### config.mk
export PLATFORM = sky130hd
export DESIGN_NAME = keypad_scanner
export DESIGN_NICKNAME = d
export VERILOG_FILES = /design/src/rtl/keypad_scanner.sv
export SDC_FILE = /design/constraint.sdc
export NUM_CORES = 1
export LEC_CHECK = 0
export CAP_MARGIN = 15
export CORE_MARGIN = 2
export CORE_UTILIZATION = 57
export DETAILED_ROUTE_END_ITERATION = 6
export PLACE_DENSITY = 0.79
export SKIP_LAST_GASP = 1
export SLEW_MARGIN = 10
export SYNTH_ARGS = -nofsm -noshare
export SYNTH_HDL_FRONTEND = slang
export SYNTH_SLANG_ARGS = --single-unit
### constraint.sdc
create_clock -name trig -period 2.9 [get_ports trig]
set_input_delay 0.58 -clock trig [delete_from_list [all_inputs] [get_ports trig]]
set_output_delay 0.58 -clock trig [all_outputs]
set_load 0.05 [all_outputs]
### src/rtl/keypad_scanner.sv
// 4x4 matrix keypad scanner: drives one column low at a time, debounces the row
// pattern on scan ticks, and emits one encoded key per accepted press.
module keypad_scanner #(
  parameter int unsigned SCAN_DIV = 1000,
  parameter int unsigned DEBOUNCE = 8
) (
  input  logic       trig,
  input  logic       reset,
  input  logic [3:0] row,
  output logic [3:0] col,
  output logic [3:0] key,
  output logic       key_valid,
  output logic       digit_stb,
  output logic       key_held
);

  localparam int unsigned DivW = (SCAN_DIV > 1) ? $clog2(SCAN_DIV) : 1;
  localparam int unsigned CntW = $clog2(DEBOUNCE + 1);
  localparam logic [DivW-1:0] DivLast = DivW'(SCAN_DIV - 1);
  localparam logic [CntW-1:0] DebLast = CntW'(DEBOUNCE);

  typedef enum logic [1:0] {StScan, StDebounce, StPressed, StRelease} state_e;

  state_e            state_q, state_d;
  logic [3:0]        row_meta_q, rs_q;
  logic [DivW-1:0]   div_q, div_d;
  logic [CntW-1:0]   cnt_q, cnt_d;
  logic [1:0]        idx_q, idx_d;
  logic [3:0]        pat_q, pat_d;
  logic [3:0]        col_q, col_d;
  logic [3:0]        key_q, key_d;
  logic              key_valid_q, key_valid_d;
  logic              digit_stb_q, digit_stb_d;
  logic              key_held_q, key_held_d;
  logic              tick;
  logic [3:0]        key_new;

  // Lowest-numbered low row wins when several rows are pulled down.
  function automatic logic [3:0] key_map(input logic [3:0] pat, input logic [1:0] c);
    logic [1:0] r;
    logic [3:0] v;
    if (!pat[0])      r = 2'd0;
    else if (!pat[1]) r = 2'd1;
    else if (!pat[2]) r = 2'd2;
    else              r = 2'd3;
    unique case ({r, c})
      4'h0: v = 4'h1;
      4'h1: v = 4'h2;
      4'h2: v = 4'h3;
      4'h3: v = 4'hA;
      4'h4: v = 4'h4;
      4'h5: v = 4'h5;
      4'h6: v = 4'h6;
      4'h7: v = 4'hB;
      4'h8: v = 4'h7;
      4'h9: v = 4'h8;
      4'hA: v = 4'h9;
      4'hB: v = 4'hC;
      4'hC: v = 4'hE;
      4'hD: v = 4'h0;
      4'hE: v = 4'hF;
      default: v = 4'hD;
    endcase
    return v;
  endfunction

  assign tick    = (div_q == DivLast);
  assign key_new = key_map(pat_q, idx_q);

  always_comb begin
    state_d     = state_q;
    cnt_d       = cnt_q;
    idx_d       = idx_q;
    pat_d       = pat_q;
    key_d       = key_q;
    key_held_d  = key_held_q;
    key_valid_d = 1'b0;
    digit_stb_d = 1'b0;
    // The column only ever changes on a tick, where the divider wraps anyway.
    div_d       = tick ? '0 : div_q + DivW'(1);
    if (tick) begin
      unique case (state_q)
        StScan: begin
          if (rs_q == 4'hF) begin
            idx_d = idx_q + 2'd1;
          end else begin
            pat_d   = rs_q;
            cnt_d   = CntW'(1);
            state_d = StDebounce;
          end
        end
        StDebounce: begin
          if (rs_q == pat_q) begin
            cnt_d = cnt_q + CntW'(1);
            if (cnt_q + CntW'(1) == DebLast) begin
              state_d     = StPressed;
              key_d       = key_new;
              key_valid_d = 1'b1;
              digit_stb_d = (key_new <= 4'd9);
              key_held_d  = 1'b1;
            end
          end else begin
            state_d = StScan;
            idx_d   = idx_q + 2'd1;
          end
        end
        StPressed: begin
          if (rs_q == 4'hF) begin
            state_d = StRelease;
            cnt_d   = CntW'(1);
          end
        end
        StRelease: begin
          if (rs_q == 4'hF) begin
            cnt_d = cnt_q + CntW'(1);
            if (cnt_q + CntW'(1) == DebLast) begin
              key_held_d = 1'b0;
              state_d    = StScan;
              idx_d      = idx_q + 2'd1;
            end
          end else begin
            state_d = StPressed;
          end
        end
        default: state_d = StScan;
      endcase
    end
    col_d = ~(4'b0001 << idx_d);
  end

  always_ff @(posedge trig or negedge reset) begin
    if (!reset) begin
      row_meta_q  <= 4'hF;
      rs_q        <= 4'hF;
      state_q     <= StScan;
      div_q       <= '0;
      cnt_q       <= '0;
      idx_q       <= 2'd0;
      pat_q       <= 4'hF;
      col_q       <= 4'b1110;
      key_q       <= 4'h0;
      key_valid_q <= 1'b0;
      digit_stb_q <= 1'b0;
      key_held_q  <= 1'b0;
    end else begin
      row_meta_q  <= row;
      rs_q        <= row_meta_q;
      state_q     <= state_d;
      div_q       <= div_d;
      cnt_q       <= cnt_d;
      idx_q       <= idx_d;
      pat_q       <= pat_d;
      col_q       <= col_d;
      key_q       <= key_d;
      key_valid_q <= key_valid_d;
      digit_stb_q <= digit_stb_d;
      key_held_q  <= key_held_d;
    end
  end

  assign col       = col_q;
  assign key       = key_q;
  assign key_valid = key_valid_q;
  assign digit_stb = digit_stb_q;
  assign key_held  = key_held_q;

endmodule

## After elaboration in Yosys (flattened, before gate mapping)

Memory sizes are Yosys's and may differ from the RTL's.
Cells that the tools add are included.
Widths: inputs -> output; s select.

- Register bits: 41
- ROM bits: 64
- Output and inout bits: 11
- Memories kept: 1

Memory list:

| name | depth | width | rd ports | clocked after Yosys merged registers in | write ports | RTL line | text |
|---|---|---|---|---|---|---|---|
| (no name shown) | 16 | 4 | 1 | 0 | 0 | 46 | `unique case ({r, c})` |

- $add $sub $neg: 3
- Magnitude comparators: 1
- Equal/unequal tests: 15
- Shift-type cells: 1
- Multiplexer cells: 35
- Bitwise operators: 2
- Reductions and logical operators: 7

Operators with widths:

| operator | number |
|---|---|
| $mux 2 | 13 |
| $mux 4 | 4 |
| $pmux 4 s4 | 1 |
| $mux 1 | 13 |
| $ne 2x2->1 const B | 6 |
| $add 10x1->10 const B | 1 |
| $eq 10x10->1 const B | 1 |
| $mux 10 | 1 |
| $reduce_and 5->1 | 2 |
| $eq 4x4->1 const B | 2 |
| $pmux 2 s4 | 1 |
| $ne 3x3->1 const B | 2 |
| $pmux 2 s3 | 1 |
| $reduce_and 6->1 | 1 |
| $add 4x1->4 const B | 1 |
| $eq 2x2->1 const B | 2 |
| $eq 4x4->1 | 1 |
| $le 4x4->1 const B | 1 |
| $not 4->4 | 1 |
| $reduce_and 4->1 | 1 |
| $shl 1x2->4 const A | 1 |
| $reduce_and 3->1 | 1 |
| $add 2x1->2 const B | 1 |
| $eq 2x1->1 const B | 1 |
| other kinds (4) | 4 |

## Longest topological paths before layout

Gate-level depths: netlist (run 1).
An unclocked memory read counts as a cell.

- Depth after elaboration: 9
- Mapped depth: 8
- Depth with buffers taken out: 7

## Worst setup path after synthesis (run 1)

Ideal clock, no wire load.

- Path kind: reg2reg
- Start point: register pat_q[2]
- End point: register key_q[0] (netlist: key[0])
- Setup time: 125 ps
- Arrival time: 1844 ps
- Required time: 2775 ps
- Slack: 931 ps
- Stages on the path, launching flop included: 7
- Clock period less this slack: 1969 ps
- Path through: dfstp_2 > clkbuf_1 > xor2_1 > nor3_2 > nand2_1 > nor2_1 > mux2_2

- Cells in the longest elaborated chain, start to end: 4
- Elaborated cells on any way between the ends: 6
- Classes of those cells: 1 x eq/ne; 3 x mux; 1 x reduce/logical; 1 x memory

RTL lines:

| what | RTL line | text |
|---|---|---|
| from (decl) | 29 | `logic [3:0] pat_q, pat_d;` |
| from (signal assigned) | 152 | `pat_q <= pat_d;` |
| $mux 1 | 44 | `else if (!pat[2]) r = 2'd2;` |
| $mux 2 | 43 | `else if (!pat[1]) r = 2'd1;` |
| $mux 2 | 42 | `if (!pat[0]) r = 2'd0;` |
| $mem_v2 16x4 | -- |  |
| to (signal assigned) | 154 | `key_q <= key_d;` |
| to (decl) | 31 | `logic [3:0] key_q, key_d;` |

Parallel ways exist; a longest one is shown, timed or not.
A chain may end at the register's enable or synchronous reset.

## Final worst setup path (run 1)

- Start point: register col_q[2] (netlist: col[2])
- End point: output col[2]

RTL lines:

| what | RTL line | text |
|---|---|---|
| from (decl) | 30 | `logic [3:0] col_q, col_d;` |
| from (signal assigned) | 153 | `col_q <= col_d;` |
| to (decl) | 10 | `output logic [3:0] col,` |

No word-level cell between the ends.

==> results.ini, run 1 <==
[clock_network]
path_clk_slew_ns = 0.11
numCtsBuffers = 5
cts_buffer_depth = 2
cts_tree = done
cts_sinks = 41
htreeDepth = 2
cts_root_buf = clkbuf_4
postCtsSetupRepairBufs = 0
holdBufCountCts = 0
post_cts_resized = 0
clkLatencyLatePin_ns = 0.34

[yosys]
synth_top_cell_by_area = dfrtp_1
async_flop_share_pct = 100
synth_common_cells = dfrtp_1, nand2_1, dfstp_2, nor2_1, mux2_2
synthDominantCellAreaShare_pct = 32.4
syn_area_sq_mm = 0.00201
synth_nets = 196
synthesis.instances = 184
synth_most_common_cell = dfrtp_1
synthFlopType = dfrtp_1
yosysWarnings = 0
synth-seq-area-share_pct = 52.0
synth_edf_count = 0
syn_avg_cell_area_sq_um = 10.9
synth_area_leaders = dfrtp_1, dfstp_2, mux2_2, xor2_1, nand2_1
ys_ff_latch = 41
ys_types = 44

[placed_design]
post_dp_cell_area_sq_mm = 0.00220
gp_congestion = 0.797
dp_cells = 240
hpwl_mm = 2.52
io_buffer_count = 16

[sta]
slew_headroom_pct = 43.8
finClkSkew_ns = 0.00966
rsz0062_at_grt = false
fmax_ghz = 0.444
final_hold_viol_count = 0
tightestPinTransition_ns = 0.842
finalSetupTns_ns = 0
setup_violations = 0
fin_crit_ns = 2.25
drv_slew = 0
finalCritPeriodShare_pct = 77.6

[cells_and_area]
final_area_sq_mm = 0.00227
n_antenna_cell = 0
area_delta_synth_final_pct = 12.7
regArea_sq_mm = 0.00104
layout.nets = 213
finalNonFillerCells = 248
fillers = 265
multi_input_area_sq_um = 920
drive_above_1_share_pct = 23.3

[drt]
via_per_inst = 5.47
drtIter0Drc = 79
drc = 0
dr.pass1.iters = 5
vias = 1356
routed_wl_mm = 3.41
routedWlPerCell_um = 13.8
ant_nets = 0

[die]
dieHeight_um = 63.4
rows = 21
die_w_um = 63.4
io_pins = 17
floorplan.initialDensity_pct = 59.8
die_area_sq_mm = 0.00402
core-area_sq_mm = 0.00336

[setup_path]
reg2reg_to = key[2]
endpoint = col[2]
crit_path_top_delay_cell = clkdlybuf4s50_1
worstPathMaxFanout = 1
reg2reg_slack_ns = 0.66
critPathLaunchType = flop
crit_chain = clkdlybuf4s50_1
slowest_delay_ns = 0.80
critPathCaptureType = primary output
critical_path_arrival_ns = 1.67
crit_type = reg2out
rr_worst_depth = 6
cp_top_family = buffers and inverters
worstPathRequired_ns = 2.32
rr_startpoint = div_q[3]
path_buf_inv = 1
crit_start = col[2]
cp.depth = 1

[grt]
grt_pass1_vias = 1389
antenna_found_initial = 0
grt_use_total_pct = 20.3
grt_pass1_wl_mm = 6.42
grt_max_degree = 42
globalRoute.totalOverflow = 0

[min_path]
holdCritPathClass = in2async

[status]
outcome = finished clean

[run]
max_cap_viol_count = 0

[power_and_ir_drop]
cellPowerDensity_mw_per_mm2 = 407
peakVddDrop_uv = 299
p_leak_uw = 0.000958

metal layers:
metal  up-vias  wire length [um]  track usage (%)
li1        674                 -                -
met1       646              1610             28.8
met2        30              1600             29.9
met3         6               141             5.54
met4         0                57             7.34
met5         -                 0                0
cells by family (layout without fill, tap and decap cells):
logic type      count (synthesis)  in the layout  synth area share [%]
compound gates                 30             30                  10.7
mux                            16             16                  8.77
xor+xnor                       11             11                  4.79
buf+inv                        10             28                  2.30
flops                          41             41                  52.0
fa+ha+maj                       6              6                  3.73
simple gates                   70             70                  17.7
placed cells by master (no fill, tap or decap), types with 5 or more instances in the layout:
cell	count
a21oi_1	8
clkbuf_4	5
dfrtp_1	26
nand2_1	22
ha_1	6
nand3_1	5
o21ai_0	7
mux2_2	13
dfstp_2	15
clkdlybuf4s50_1	15
xor2_1	10
nor2_1	15
worst min path at each step:
stage	startpoint	depth (start not counted)	to	slack, ns
2_1_floorplan	reset	0	cnt_q[0]	0.28
3_3_place_gp	row_meta_q[2]	0	rs_q[2]	0.35
3_5_place_dp	row_meta_q[3]	0	rs_q[3]	0.35
4_1_cts	reset	1	state_q[1]	0.35
5_1_grt	row_meta_q[2]	0	rs_q[2]	0.37
6_report	reset	1	div_q[9]	0.32
final cells by class:
cell class / count / area share, %
sequential: 41 / 46.1
multi-input combinational: 133 / 40.6
timing repair buffer: 17 / 7.18
clock buffer: 7 / 2.87
tap: 46 / 2.54
inverter: 3 / 0.497
clock inverter: 1 / 0.221
where the power goes:
part / leakage (uW) / total [uW] / switching (uW) / internal (uW)
Sequential: 0.000506 / 586 / 3.43 / 582
Combinational: 0.000411 / 23.7 / 15.8 / 7.94
Clock: 0.0000413 / 313 / 172 / 141
Total: 0.000958 / 922 / 192 / 731
through the flow:
stage / worst slack [ns] / power (uW) / util, % / hold slack (ns)
after global placement: 0.773 / 620 / 65.3 / 0.346
final: 0.649 / 922 / 67.4 / 0.324
after floorplan: 0.931 / 602 / - / 0.284
after detailed placement: 0.646 / 621 / 65.3 / 0.348
after CTS: 0.631 / 932 / 67.4 / 0.351
after global routing: 0.453 / 968 / 67.4 / 0.370
sequential cells by signal, summed over array words and instances, names as in the netlist:
| signal | cells |
|---|---|
| idx_q | 2 |
| div_q | 10 |
| key_held | 1 |
| cnt_q | 4 |
| pat_q | 4 |
| rs_q | 4 |
| row_meta_q | 4 |
| col | 4 |
| state_q | 2 |
| key | 4 |
| digit_stb | 1 |
| key_valid | 1 |
No activity file was read; power rests on OpenSTA's default activity.
==> run 2: changes to the inputs <==
clock period = 2.1 ns   (was 2.9 ns; I/O delays follow)
==> results.ini, run 2 (synthesis gave the netlist of run 1 again) <==
[power_and_ir_drop]
peakVddDrop_uv = 579
p_leak_uw = 0.000991
total_power_uw = 1470
cellPowerDensity_mw_per_mm2 = 626

[cells_and_area]
final_cell_mix = dfrtp_1, nand2_1, dfstp_2
utilization_pct = 69.7
drive_above_1_share_pct = 26.6
regMostFlops = div_q
final_common_cell = dfrtp_1
layout.nets = 218
largest_reg_flops = 10
final_area_sq_mm = 0.00234
n_antenna_cell = 0
area_delta_synth_final_pct = 16.6
fillers = 260
multi_input_area_sq_um = 931
regArea_sq_mm = 0.00104

[placed_design]
io_buffer_count = 16
gp_congestion = 0.753
hpwl_mm = 2.84
post_dp_cell_area_sq_mm = 0.00223

[setup_path]
critPathCaptureType = flop
crit_type = reg2reg
crit_path_top_delay_cell = dfrtp_1
crit_chain = or2_1 -> nor4_4 -> nand3_1 -> nor2_2 -> mux2_2
rr_worst_depth = 5
worstPathRequired_ns = 2.34
worstPathMaxFanout = 4
reg2reg_to = key[0]
slowest_delay_ns = 0.43
critPathLaunchType = flop
reg2reg_slack_ns = 0.13
rr_startpoint = div_q[3]
crit_start = div_q[3]
critical_path_arrival_ns = 2.21

[run]
max_cap_viol_count = 0

[clock_network]
path_clk_slew_ns = 0.12
holdBufCountCts = 0
cts_root_buf = clkbuf_4
postCtsSetupRepairBufs = 0
cts_tree = done
numCtsBuffers = 5
cts_buffer_depth = 2
clkLatencyLatePin_ns = 0.35
htreeDepth = 2
cts_sinks = 41

[grt]
grt_pass1_vias = 1486
globalRoute.totalOverflow = 0
grt_pass1_wl_mm = 6.87
grt_use_total_pct = 22.4
grt_max_degree = 42
antenna_found_initial = 0

[die]
die_area_sq_mm = 0.00402
dieHeight_um = 63.4
rows = 21
core-area_sq_mm = 0.00336
floorplan.initialDensity_pct = 59.8
die_w_um = 63.4
io_pins = 17

[sta]
finalCritPeriodShare_pct = 93.8
drv_slew = 0
slew_headroom_pct = 43.1
final_hold_viol_count = 0
finClkSkew_ns = 0.0106
fmax_ghz = 0.508
tightestPinTransition_ns = 0.853
setup_violations = 0
fin_crit_ns = 1.97

[drt]
routedWlPerCell_um = 15.5
dr.pass1.iters = 4
ant_nets = 0
via_per_inst = 5.58
drtIter0Drc = 99
routed_wl_mm = 3.92
vias = 1411
drc = 0

[status]
outcome = finished clean

[min_path]
holdCritPathClass = in2async

## run 2: cell types whose count changed in the layout (fill, tap and decap cells not counted), moves of 2 or more
cell	delta
dlygate4sd2_1	+3
buf_4	+5
bufinv_16	+2
clkdlybuf4s50_1	-3
clkbuf_8	-2
## run 2: power by group
part | switching [uW] | internal, uW | leakage (uW)
registers | 5.23 | 804 | 0.000506
logic | 23.1 | 12.0 | 0.000430
clock network | 254 | 368 | 0.0000552
total | 282 | 1180 | 0.000991
## run 2: repair_timing
action / CTS / global route
setup endpoints to repair: 3 / 10
gates resized for setup: 3 / 3
pin swaps: 0 / 0
## run 2: layout make-up
type,instances,area share [%]
multi-input cells,133,39.7
inverters,3,0.481
well taps,46,2.46
clock buffers,5,1.60
flip-flops and latches,41,44.6
repair buffers,22,8.38
clock inverters,3,2.78
## run 2: worst max-delay path by stage
stage | end | depth (start not counted)
after floorplan | key[0] | 6
after global placement | idx_q[1] | 5
after detailed placement | idx_q[1] | 5
after CTS | idx_q[1] | 5
after global routing | key[0] | 5
final | key[0] | 5
## run 2: worst max-delay path, delay by kind of cell, from the launching register on
kind / cells / cell delay, ns
AND/OR/NAND/NOR: 4 / 1.06
flip-flops: 1 / 0.43
multiplexers: 1 / 0.37
## run 2: routing by layer
layer,up-vias,GRT usage (%),part of all wire [%]
met5,-,0,0
met4,0,8.70,1.5
met3,4,5.54,3.5
met2,34,39.3,53
met1,693,26.1,42
li1,680,-,-
## run 2: stage by stage
step                      std cells  setup slack (ns)  hold slack (ns)  setup TNS [ns]
after floorplan                 184             0.131            0.124               0
after global placement          245             0.143            0.347               0
after detailed placement        245             0.101            0.349               0
after CTS                       253            0.0690            0.185               0
after global routing            253          -0.00739            0.230        -0.00739
final                           253             0.130            0.165               0
==> run 3: changes to the inputs <==
CTS_CLUSTER_SIZE = 28   (was unset)
GPL_ROUTABILITY_DRIVEN = 1   (was unset)
==> results of run 3 <==
Final layout, timing and power as in run 2 (identical DEF).
